==> src/rtl/sat_accum_pkg.sv <==
// sat_accum_pkg
// Shared types, saturation limits and the overflow detector used by the
// saturating accumulator scheduler. Limits are produced as 64-bit patterns
// so a module with any operand width up to 64 can slice off its own P bits.
package sat_accum_pkg;

  localparam int P_DEFAULT = 32;
  localparam int N_DEFAULT = 4;
  localparam int MAX_W     = 64;

  // Default-width accumulator word and requester index.
  typedef logic [P_DEFAULT-1:0]         acc_t;
  typedef logic [$clog2(N_DEFAULT)-1:0] id_t;

  // Largest positive two's complement value of width w: 0111...1
  function automatic logic [MAX_W-1:0] sat_max(input int w);
    return (64'd1 << (w - 1)) - 64'd1;
  endfunction

  // Most negative two's complement value of width w: 1000...0
  function automatic logic [MAX_W-1:0] sat_min(input int w);
    return 64'd1 << (w - 1);
  endfunction

  // Signed overflow: both operands share a sign and the wrapped sum does not.
  function automatic logic ovf(input logic a_sign, input logic b_sign,
                               input logic s_sign);
    return (a_sign == b_sign) && (s_sign != a_sign);
  endfunction

endpackage

==> src/rtl/bitwise_add.sv <==
// bitwise_add
// Plain wrapping two's complement adder. Saturation is layered on top by the
// caller so the adder itself stays a simple reusable block.
// Ports:
//   a, b  in  P  operands
//   sum   out P  a + b modulo 2^P
module bitwise_add #(
  parameter int P = 32
) (
  input  logic [P-1:0] a,
  input  logic [P-1:0] b,
  output logic [P-1:0] sum
);

  assign sum = a + b;

endmodule

==> src/rtl/sat_accum_scheduler_rr_arbiter.sv <==
// rr_arbiter
// Purely combinational round-robin picker. The search begins at ptr and walks
// upward with wrap-around; the first eligible requester wins. The pointer
// register itself lives in the parent so it can decide when to advance.
// Ports:
//   eligible   in  N          requesters allowed to win this cycle
//   ptr        in  clog2(N)   highest-priority index this cycle
//   grant      out N          one-hot winner, zero if nobody eligible
//   grant_idx  out clog2(N)   index of the winner (0 when no grant)
//   any_grant  out 1          a winner exists
module rr_arbiter #(
  parameter int N  = 4,
  parameter int IW = $clog2(N)
) (
  input  logic [N-1:0]  eligible,
  input  logic [IW-1:0] ptr,
  output logic [N-1:0]  grant,
  output logic [IW-1:0] grant_idx,
  output logic          any_grant
);

  logic [IW-1:0] idx;

  always_comb begin
    grant     = '0;
    grant_idx = '0;
    any_grant = 1'b0;
    idx       = '0;
    for (int k = 0; k < N; k++) begin
      idx = IW'((int'(ptr) + k) % N);
      if (!any_grant && eligible[idx]) begin
        any_grant      = 1'b1;
        grant_idx      = idx;
        grant[idx]     = 1'b1;
      end
    end
  end

endmodule

==> src/rtl/sat_accum_scheduler.sv <==
// sat_accum_scheduler
// N requesters share one saturating adder. Each requester streams signed
// P-bit beats into its own accumulator; the beat flagged last produces a
// saturated packet sum on a single valid/ready result port together with the
// requester id and a sticky flag telling whether any beat saturated.
// Ports:
//   clk        in  1        clock
//   rst        in  1        synchronous reset, active-high
//   req_valid  in  N        per-requester beat valid
//   req_ready  out N        beat accepted (combinational, one-hot or zero)
//   req_data   in  N*P      per-requester operand, requester i at [i*P +: P]
//   req_last   in  N        beat closes the requester's packet
//   res_valid  out 1        result valid
//   res_ready  in  1        downstream accepts result
//   res_data   out P        saturated packet sum
//   res_id     out clog2(N) requester that produced the result
//   res_sat    out 1        saturation occurred somewhere in the packet
module sat_accum_scheduler
  import sat_accum_pkg::*;
#(
  parameter int P = 32,
  parameter int N = 4
) (
  input  logic                 clk,
  input  logic                 rst,
  input  logic [N-1:0]         req_valid,
  output logic [N-1:0]         req_ready,
  input  logic [N*P-1:0]       req_data,
  input  logic [N-1:0]         req_last,
  output logic                 res_valid,
  input  logic                 res_ready,
  output logic [P-1:0]         res_data,
  output logic [$clog2(N)-1:0] res_id,
  output logic                 res_sat
);

  localparam int IW = $clog2(N);

  localparam logic [MAX_W-1:0] SAT_MAX_FULL = sat_max(P);
  localparam logic [MAX_W-1:0] SAT_MIN_FULL = sat_min(P);
  localparam logic [P-1:0]     SAT_MAX_W    = SAT_MAX_FULL[P-1:0];
  localparam logic [P-1:0]     SAT_MIN_W    = SAT_MIN_FULL[P-1:0];

  logic [N-1:0][P-1:0] acc;
  logic [N-1:0]        sat;
  logic [IW-1:0]       ptr;

  logic                out_free;
  logic [N-1:0]        eligible;
  logic [N-1:0]        grant;
  logic [IW-1:0]       g;
  logic                any_grant;
  logic                g_last;
  logic                last_grant;
  logic [P-1:0]        op_a;
  logic [P-1:0]        op_b;
  logic [P-1:0]        raw_sum;
  logic                ov;
  logic [P-1:0]        sat_sum;

  // A last beat may only win when the result register can take it this
  // cycle; non-last beats never touch the output and so are never held back.
  assign out_free = !res_valid || res_ready;
  assign eligible = req_valid & (~req_last | {N{out_free}});

  rr_arbiter #(.N(N), .IW(IW)) u_arb (
    .eligible  (eligible),
    .ptr       (ptr),
    .grant     (grant),
    .grant_idx (g),
    .any_grant (any_grant)
  );

  assign req_ready = grant;

  // Steer the winning requester's operand and last flag into the shared adder.
  always_comb begin
    op_b   = '0;
    g_last = 1'b0;
    for (int i = 0; i < N; i++) begin
      if (g == IW'(i)) begin
        op_b   = req_data[i*P +: P];
        g_last = req_last[i];
      end
    end
  end

  assign op_a       = acc[g];
  assign last_grant = any_grant && g_last;

  bitwise_add #(.P(P)) u_add (
    .a   (op_a),
    .b   (op_b),
    .sum (raw_sum)
  );

  // Overflow can only happen with equal operand signs, so the accumulator's
  // sign alone tells which rail to clamp to.
  assign ov      = ovf(op_a[P-1], op_b[P-1], raw_sum[P-1]);
  assign sat_sum = ov ? (op_a[P-1] ? SAT_MIN_W : SAT_MAX_W) : raw_sum;

  // Accumulator bank and round-robin pointer. A last beat clears its lane so
  // the requester's next packet starts from zero on the following cycle.
  always_ff @(posedge clk) begin
    if (rst) begin
      acc <= '0;
      sat <= '0;
      ptr <= '0;
    end else if (any_grant) begin
      ptr <= (g == IW'(N - 1)) ? '0 : g + 1'b1;
      if (g_last) begin
        acc[g] <= '0;
        sat[g] <= 1'b0;
      end else begin
        acc[g] <= sat_sum;
        sat[g] <= sat[g] | ov;
      end
    end
  end

  // Result register. A new last grant reloads it even while the previous
  // result is draining, which keeps back-to-back results bubble free.
  always_ff @(posedge clk) begin
    if (rst) begin
      res_valid <= 1'b0;
      res_data  <= '0;
      res_id    <= '0;
      res_sat   <= 1'b0;
    end else if (last_grant) begin
      res_valid <= 1'b1;
      res_data  <= sat_sum;
      res_id    <= g;
      res_sat   <= sat[g] | ov;
    end else if (res_ready) begin
      res_valid <= 1'b0;
    end
  end

endmodule

==> config.mk <==
export PLATFORM = sky130hd
export DESIGN_NAME = sat_accum_scheduler
export DESIGN_NICKNAME = d
export VERILOG_FILES = /design/src/rtl/sat_accum_pkg.sv /design/src/rtl/bitwise_add.sv /design/src/rtl/sat_accum_scheduler_rr_arbiter.sv /design/src/rtl/sat_accum_scheduler.sv
export SDC_FILE = /design/constraint.sdc
export NUM_CORES = 1
export LEC_CHECK = 0
export CORE_ASPECT_RATIO = 0.7
export CORE_UTILIZATION = 35
export DETAILED_ROUTE_END_ITERATION = 12
export GPL_ROUTABILITY_DRIVEN = 0
export GPL_TIMING_DRIVEN = 0
export PLACE_DENSITY = 0.68
export SLEW_MARGIN = 25
export SYNTH_ARGS = -nofsm -noshare
export SYNTH_HDL_FRONTEND = slang
export SYNTH_SLANG_ARGS = --single-unit
==> constraint.sdc <==
create_clock -name clk -period 10.7 [get_ports clk]
set_input_delay 1.07 -clock clk [delete_from_list [all_inputs] [get_ports clk]]
set_output_delay 1.07 -clock clk [all_outputs]
set_load 0.02 [all_outputs]
# --- Word level (Yosys, flattened, before mapping) ---
# Index checks and enable logic that the tools add are counted.
word_totals:
  ff_bits: 170
  inputBits: 139
  elab_cells: 111
classes:
  addsub: 5
  order_cmp: 10
  eq_ne: 5
  n_mux: 53
  n_bitwise: 11
  n_reduce_logical: 17
ops:
  columns: ["cell", "count"]
  rows:
  - ["32-bit 2-to-1 mux", 8]
  - ["128-bit AND", 1]
  - ["128-bit bitwise mux", 1]
  - ["128-bit 2-to-1 mux", 1]
  - ["128-bit NOT", 1]
  - ["32-bit binary-select mux with 2-bit select", 1]
  - ["32-bit demux with 2-bit select", 1]
  - ["32-bit adder", 1]
  - ["1-bit 2-to-1 mux", 20]
  - ["4-bit 2-to-1 mux", 5]
  - ["4-bit bitwise OR", 4]
  - ["2-bit by 3-bit < comparator with 1-bit output, second input constant", 5]
  - ["1-bit binary-select mux with 2-bit select", 5]
  - ["1-bit demux with 2-bit select", 5]
  - ["2-bit by 1-bit >= comparator with 1-bit output, second input constant", 5]
  - ["1-bit logical AND", 10]
  - ["2-bit 2-to-1 mux", 5]
  - ["4-bit AND", 2]
  - ["4-bit NOT", 2]
  - ["2-bit by 1-bit adder with 2-bit output, second input constant", 2]
  - ["2-bit adder, second input constant", 2]
  - ["4-bit bitwise mux", 1]
  - ["2-bit == test, second input constant", 2]
  - ["1-bit zero test", 4]
  - ["other kinds (7)", 7]

# --- Logic depth before layout (Yosys ltp) ---
depth:
  depth_word: 27
  mapped_depth: 33

# --- Modules after synthesis ---
# From an unflattened synthesis, not the netlist that was laid out.
unflattened:
  hier_cells: 1164
  area_unflattened_um2: 10349.9
by_module_without_submodules:
  columns: ["mod", "instances", "cells_each", "area_each_um2", "seq_area_each_um2"]
  rows:
  - ["sat_accum_scheduler", 1, 898, 8326.7, 3403.3]
  - ["bitwise_add", 1, 221, 1601.5, 0.0]
  - ["rr_arbiter", 1, 45, 421.7, 0.0]

# --- Worst setup path after synthesis ---
# No wires, ideal clock.
synth_path:
  path_type: "in2reg"
  from: "input res_ready"
  to: "register res_data[19]"
  arrival_ps: 6471
  t_required_ps: 10583
  path_slack_ps: 4112
  cell_stages: 28
  path_cell_list: "and3b_1 -> o221a_1 -> a31oi_2 -> buf_4 -> o21ai_2 -> a22oi_1 -> clkbuf_1 -> clkbuf_1 -> ha_1 -> nor2b_1 -> clkbuf_1 -> clkbuf_1 -> a22oi_1 -> nor2_1 -> a21oi_1 -> o21ai_0 -> ha_1 -> clkbuf_1 -> a211oi_1 -> o21ai_0 -> a221oi_1 -> a21oi_1 -> o21ai_0 -> o21ai_0 -> or3_1 -> buf_6 -> and3_4 -> a22o_1"
synth_via:
  elab_chain_len: 24
  elab_cells_between_ends: 46
  classes_between: "add/sub (1); eq/ne (5); mux (28); bitwise (2); reduce/logical (10)"
synth_lines:
  columns: ["item", "line_no", "source"]
  rows:
  - ["from (decl)", "sat_accum_scheduler.sv:31", "input logic res_ready,"]
  - ["1-bit logical OR (*)", "sat_accum_scheduler.sv:63", "assign out_free = !res_valid || res_ready;"]
  - ["4-bit bitwise OR (*)", "sat_accum_scheduler.sv:64", "assign eligible = req_valid & (~req_last | {N{out_free}});"]
  - ["4-bit AND (*)", "sat_accum_scheduler.sv:64", null]
  - ["1-bit binary-select mux with 2-bit select", "sat_accum_scheduler_rr_arbiter.sv:31", "if (!any_grant && eligible[idx]) begin"]
  - ["1-bit 2-to-1 mux (not written as such)", "sat_accum_scheduler_rr_arbiter.sv:31", null]
  - ["1-bit 2-to-1 mux", "sat_accum_scheduler_rr_arbiter.sv:31", null]
  - ["1-bit zero test", "sat_accum_scheduler_rr_arbiter.sv:31", null]
  - ["1-bit logical AND", "sat_accum_scheduler_rr_arbiter.sv:31", null]
  - ["[... 5 more ...]", null, null]
  - ["1-bit logical AND", "sat_accum_scheduler_rr_arbiter.sv:31", null]
  - ["2-bit 2-to-1 mux", "sat_accum_scheduler_rr_arbiter.sv:31", null]
  - ["2-bit zero test", "sat_accum_scheduler.sv:81", "if (g == IW'(i)) begin"]
  - ["32-bit 2-to-1 mux (4 in series)", "sat_accum_scheduler.sv:81", null]
  - ["32-bit adder", "bitwise_add.sv:15", "assign sum = a + b;"]
  - ["1-bit != test", "sat_accum_pkg.sv:28", "return (a_sign == b_sign) && (s_sign != a_sign);"]
  - ["1-bit logical AND", "sat_accum_pkg.sv:28", null]
  - ["32-bit 2-to-1 mux", "sat_accum_scheduler.sv:100", "assign sat_sum = ov ? (op_a[P-1] ? SAT_MIN_W : SAT_MAX_W) : raw_sum;"]
  - ["to (signal assigned)", "sat_accum_scheduler.sv:131", "res_data <= sat_sum;"]
  - ["to (decl)", "sat_accum_scheduler.sv:32", "output logic [P-1:0] res_data,"]
# Every way passes the cells marked *; elsewhere a longest branch is shown, timed or not. The select of a mux whose other input is x is not followed.
# A chain may end at the register's enable or synchronous reset.

# --- Worst setup path in the final report ---
layout_path:
  from: "input res_ready"
  to: "register acc[13] (netlist bit)"
layout_via:
  elab_chain_len: 26
  elab_cells_between_ends: 54
  classes_between: "add/sub (1); order compare (2); eq/ne (5); mux (32); bitwise (4); reduce/logical (10)"
layout_lines:
  columns: ["item", "line_no", "source"]
  rows:
  - ["1-bit logical OR (*)", "sat_accum_scheduler.sv:63", null]
  - ["4-bit bitwise OR (*)", "sat_accum_scheduler.sv:64", null]
  - ["4-bit AND (*)", "sat_accum_scheduler.sv:64", null]
  - ["1-bit binary-select mux with 2-bit select", "sat_accum_scheduler_rr_arbiter.sv:31", null]
  - ["1-bit 2-to-1 mux (not written as such)", "sat_accum_scheduler_rr_arbiter.sv:31", null]
  - ["1-bit 2-to-1 mux", "sat_accum_scheduler_rr_arbiter.sv:31", null]
  - ["1-bit zero test", "sat_accum_scheduler_rr_arbiter.sv:31", null]
  - ["1-bit logical AND", "sat_accum_scheduler_rr_arbiter.sv:31", null]
  - ["[... 7 more ...]", null, null]
  - ["2-bit zero test", "sat_accum_scheduler.sv:81", null]
  - ["32-bit 2-to-1 mux (4 in series)", "sat_accum_scheduler.sv:81", null]
  - ["32-bit adder", "bitwise_add.sv:15", null]
  - ["1-bit != test", "sat_accum_pkg.sv:28", null]
  - ["1-bit logical AND", "sat_accum_pkg.sv:28", null]
  - ["32-bit 2-to-1 mux", "sat_accum_scheduler.sv:100", null]
  - ["128-bit bitwise mux", "sat_accum_scheduler.sv:115", "acc[g] <= sat_sum;"]
  - ["128-bit 2-to-1 mux", "sat_accum_scheduler.sv:111", "if (g_last) begin"]
  - ["to (signal, indexed assignment)", "sat_accum_scheduler.sv:115", null]
  - ["to (decl)", "sat_accum_scheduler.sv:44", "logic [N-1:0][P-1:0] acc;"]
# Marks and branches as above.

==> qor.yml <==
start_util: 0.357
min_from: "res_data[24]"
synth.top_cells.by_count: "322 x nand2_1, 170 x dfxtp_1, 149 x o21ai_0"
die_h_um: 141
max_freq_ghz: 0.108
antenna_left: 0
clk_path_buf_depth: 2
synth_cell_type_count: 76
slew_violations: 0
ctsHtreeMaxLevel: 4
wirelength_mm: 35.2
drc: 0
die_w_um: 200
whs_path_depth: 2
grt_first_pass_wirelength_mm: 54.0
setup_viol_count_final: 0
hold_end: "res_data[24]"
rr_endpoint: "acc[13]"
r2r-start: "ptr[1]"
wl_per_cell_um: 18.8
maxCapViolations: 0
hold_violations: 0
firstDrtPassIters: 5
critPathCaptureType: "flip-flop"
routed_via_density: 5.53
cts_setup_buffers: 0
fin_tns_setup_ps: 0
startpoint_type: "input pin"
yosysWarnings: 0
post_cts_resized: 0
track_usage: 0.253
min_period_ps: 9240
final_nets: 1677
synth_edf_count: 0
clk_latency_ps: 440
crit_type: "in -> reg"
mappedNetlistArea_sq_um: 9590
skew_ps: 11.1
cts_tree: "yes"
antenna_found_initial: 0
cts_sinks: 170
rr_worst_depth: 29
synthTopCellsByArea: "dfxtp_1 35%, nand2_1 13%, o21ai_0 7.8%"
synthToLayoutAreaGrowth_pct: 29.5
numCtsBuffers: 17
io_buffers: 178
coreArea_sq_um: 26800
slew_headroom: 0.379
ys_ff_latch: 170
synth_top_cell_by_area: "dfxtp_1"
synth_most_common_cell: "nand2_1"
cp.arrival_ps: 9540
final_cells: 1874
status: "finished clean"
synthFlopType: "dfxtp_1"
dp_hpwl_mm: 26.8
root_buffer: "clkbuf_16"
multi_input_area_sq_um: 5760
grt_pass1_vias: 9722
die_area_sq_um: 28100
fin_crit_sh: 0.864
num_rows: 50
yosysSeqAreaShare: 0.355
r2r_setup_slack_ps: 1630
hp-class: "reg -> reg"
required_ps: 11000
rsz0062_at_grt: "no"
postCtsHoldBufs: 0
yosys.area.top_type_share: 0.355
regArea_sq_um: 3400
io_pins: 179
synthArstFlopShare: 0
antenna_cells: 0
fillCellCount: 2709
layout-drive-gt1-share: 0.0457
synth_fp_nets: 1480
drtIter0Drc: 941
vias: 10400
grt_max_degree: 17
cp_max_fo: 11
grt_overflow: 0
postSynthAreaPerCell_sq_um: 7.37
tightest_slew_ps: 928
post-place-cells: 1843
syn_inst: 1301
clkSlewWorstSetupHoldPaths_ps: 60
[worst max-delay path, cell delays in order]
cell             delay, ps
clkdlybuf4s50_1        580
and3b_1                260
o221a_1                280
a31oi_2                170
buf_4                  200
o21ai_2                100
a22oi_1                340
clkbuf_1               460
clkbuf_1               640
ha_1                   420
clkbuf_1               610
clkbuf_1               690
a21oi_1                140
o21ai_0                320
ha_1                   290
clkbuf_1               200
o211ai_1               140
nor2_1                  70
a221oi_1               520
a21oi_1                280
o21ai_0                280
o21ai_0                250
or3_1                  440
buf_6                  180
nand2_2                260
buf_4                  240
o21ai_0                 90
[cell usage in the layout, fill, tap and decap left out, types with 19 or more instances in the layout]
cell type | netlist | final
ha_1 | 39 | 39
o21ai_0 | 149 | 149
clkdlybuf4s50_1 | 0 | 178
nor2_1 | 91 | 91
o21ai_1 | 53 | 53
a21oi_1 | 73 | 73
a22oi_1 | 39 | 39
a31oi_1 | 33 | 33
a22o_1 | 19 | 19
and3_1 | 38 | 38
clkbuf_1 | 61 | 62
nand2_1 | 322 | 322
dfxtp_1 | 170 | 170
[flip-flops by register name (all words and copies together) (netlist names)]
| register | count |
|---|---|
| ptr | 2 |
| sat | 4 |
| res_valid | 1 |
| res_sat | 1 |
| res_data | 32 |
| res_id | 2 |
| acc | 128 |
[routing by layer]
| layer | share of wire | track usage |
|---|---|---|
| met1 | 0.46 | 0.355 |
| met2 | 0.42 | 0.377 |
| met3 | 0.096 | 0.0689 |
| met4 | 0.021 | 0.0699 |
| met5 | 0 | 0 |
[final cells by class]
class | count | share of cell area
Clock inverter | 9 | 0.00896
Clock buffer | 22 | 0.0390
Sequential cell | 170 | 0.274
Tap cell | 364 | 0.0366
Multi-Input combinational cell | 1032 | 0.463
Timing Repair Buffer | 178 | 0.143
Inverter | 17 | 0.00513
Buffer | 82 | 0.0298
[stage by stage]
step           setup WS, ps  hold WS, ps  cell area (sq um)  utilization
5_1_grt                 933          463              12400        0.463
3_3_place_gp           1330          433              11800        0.441
4_1_cts                1720          449              12400        0.463
6_report               1460          446              12400        0.463
2_1_floorplan          4110          425               9590            -
3_5_place_dp           1300          440              11800        0.441
[how the worst max path moves through the flow]
stage / slack [ps] / endpoint / start
global route: 930 / acc[77] / res_ready
global placement: 1330 / acc[13] / res_ready
floorplan: 4110 / res_data[19] / res_ready
CTS: 1720 / acc[51] / res_ready
detailed placement: 1300 / acc[13] / res_ready
finish: 1460 / acc[13] / res_ready
[cell families (layout without fill, tap and decap cells)]
family	count (synthesis)	count (layout)	share of synthesized area
AO/OA/AOI/OAI	442	442	0.284
adder cells (fa/ha/maj)	41	41	0.0540
XOR/XNOR	19	19	0.0173
buffers and inverters	99	308	0.0453
multiplexers	8	8	0.00991
flip-flops	170	170	0.355
AND/OR/NAND/NOR	522	522	0.235
Power is left out: the tool's default activity adds up to more than one toggle a clock period on the data nets, which glitch-free logic cannot reach.
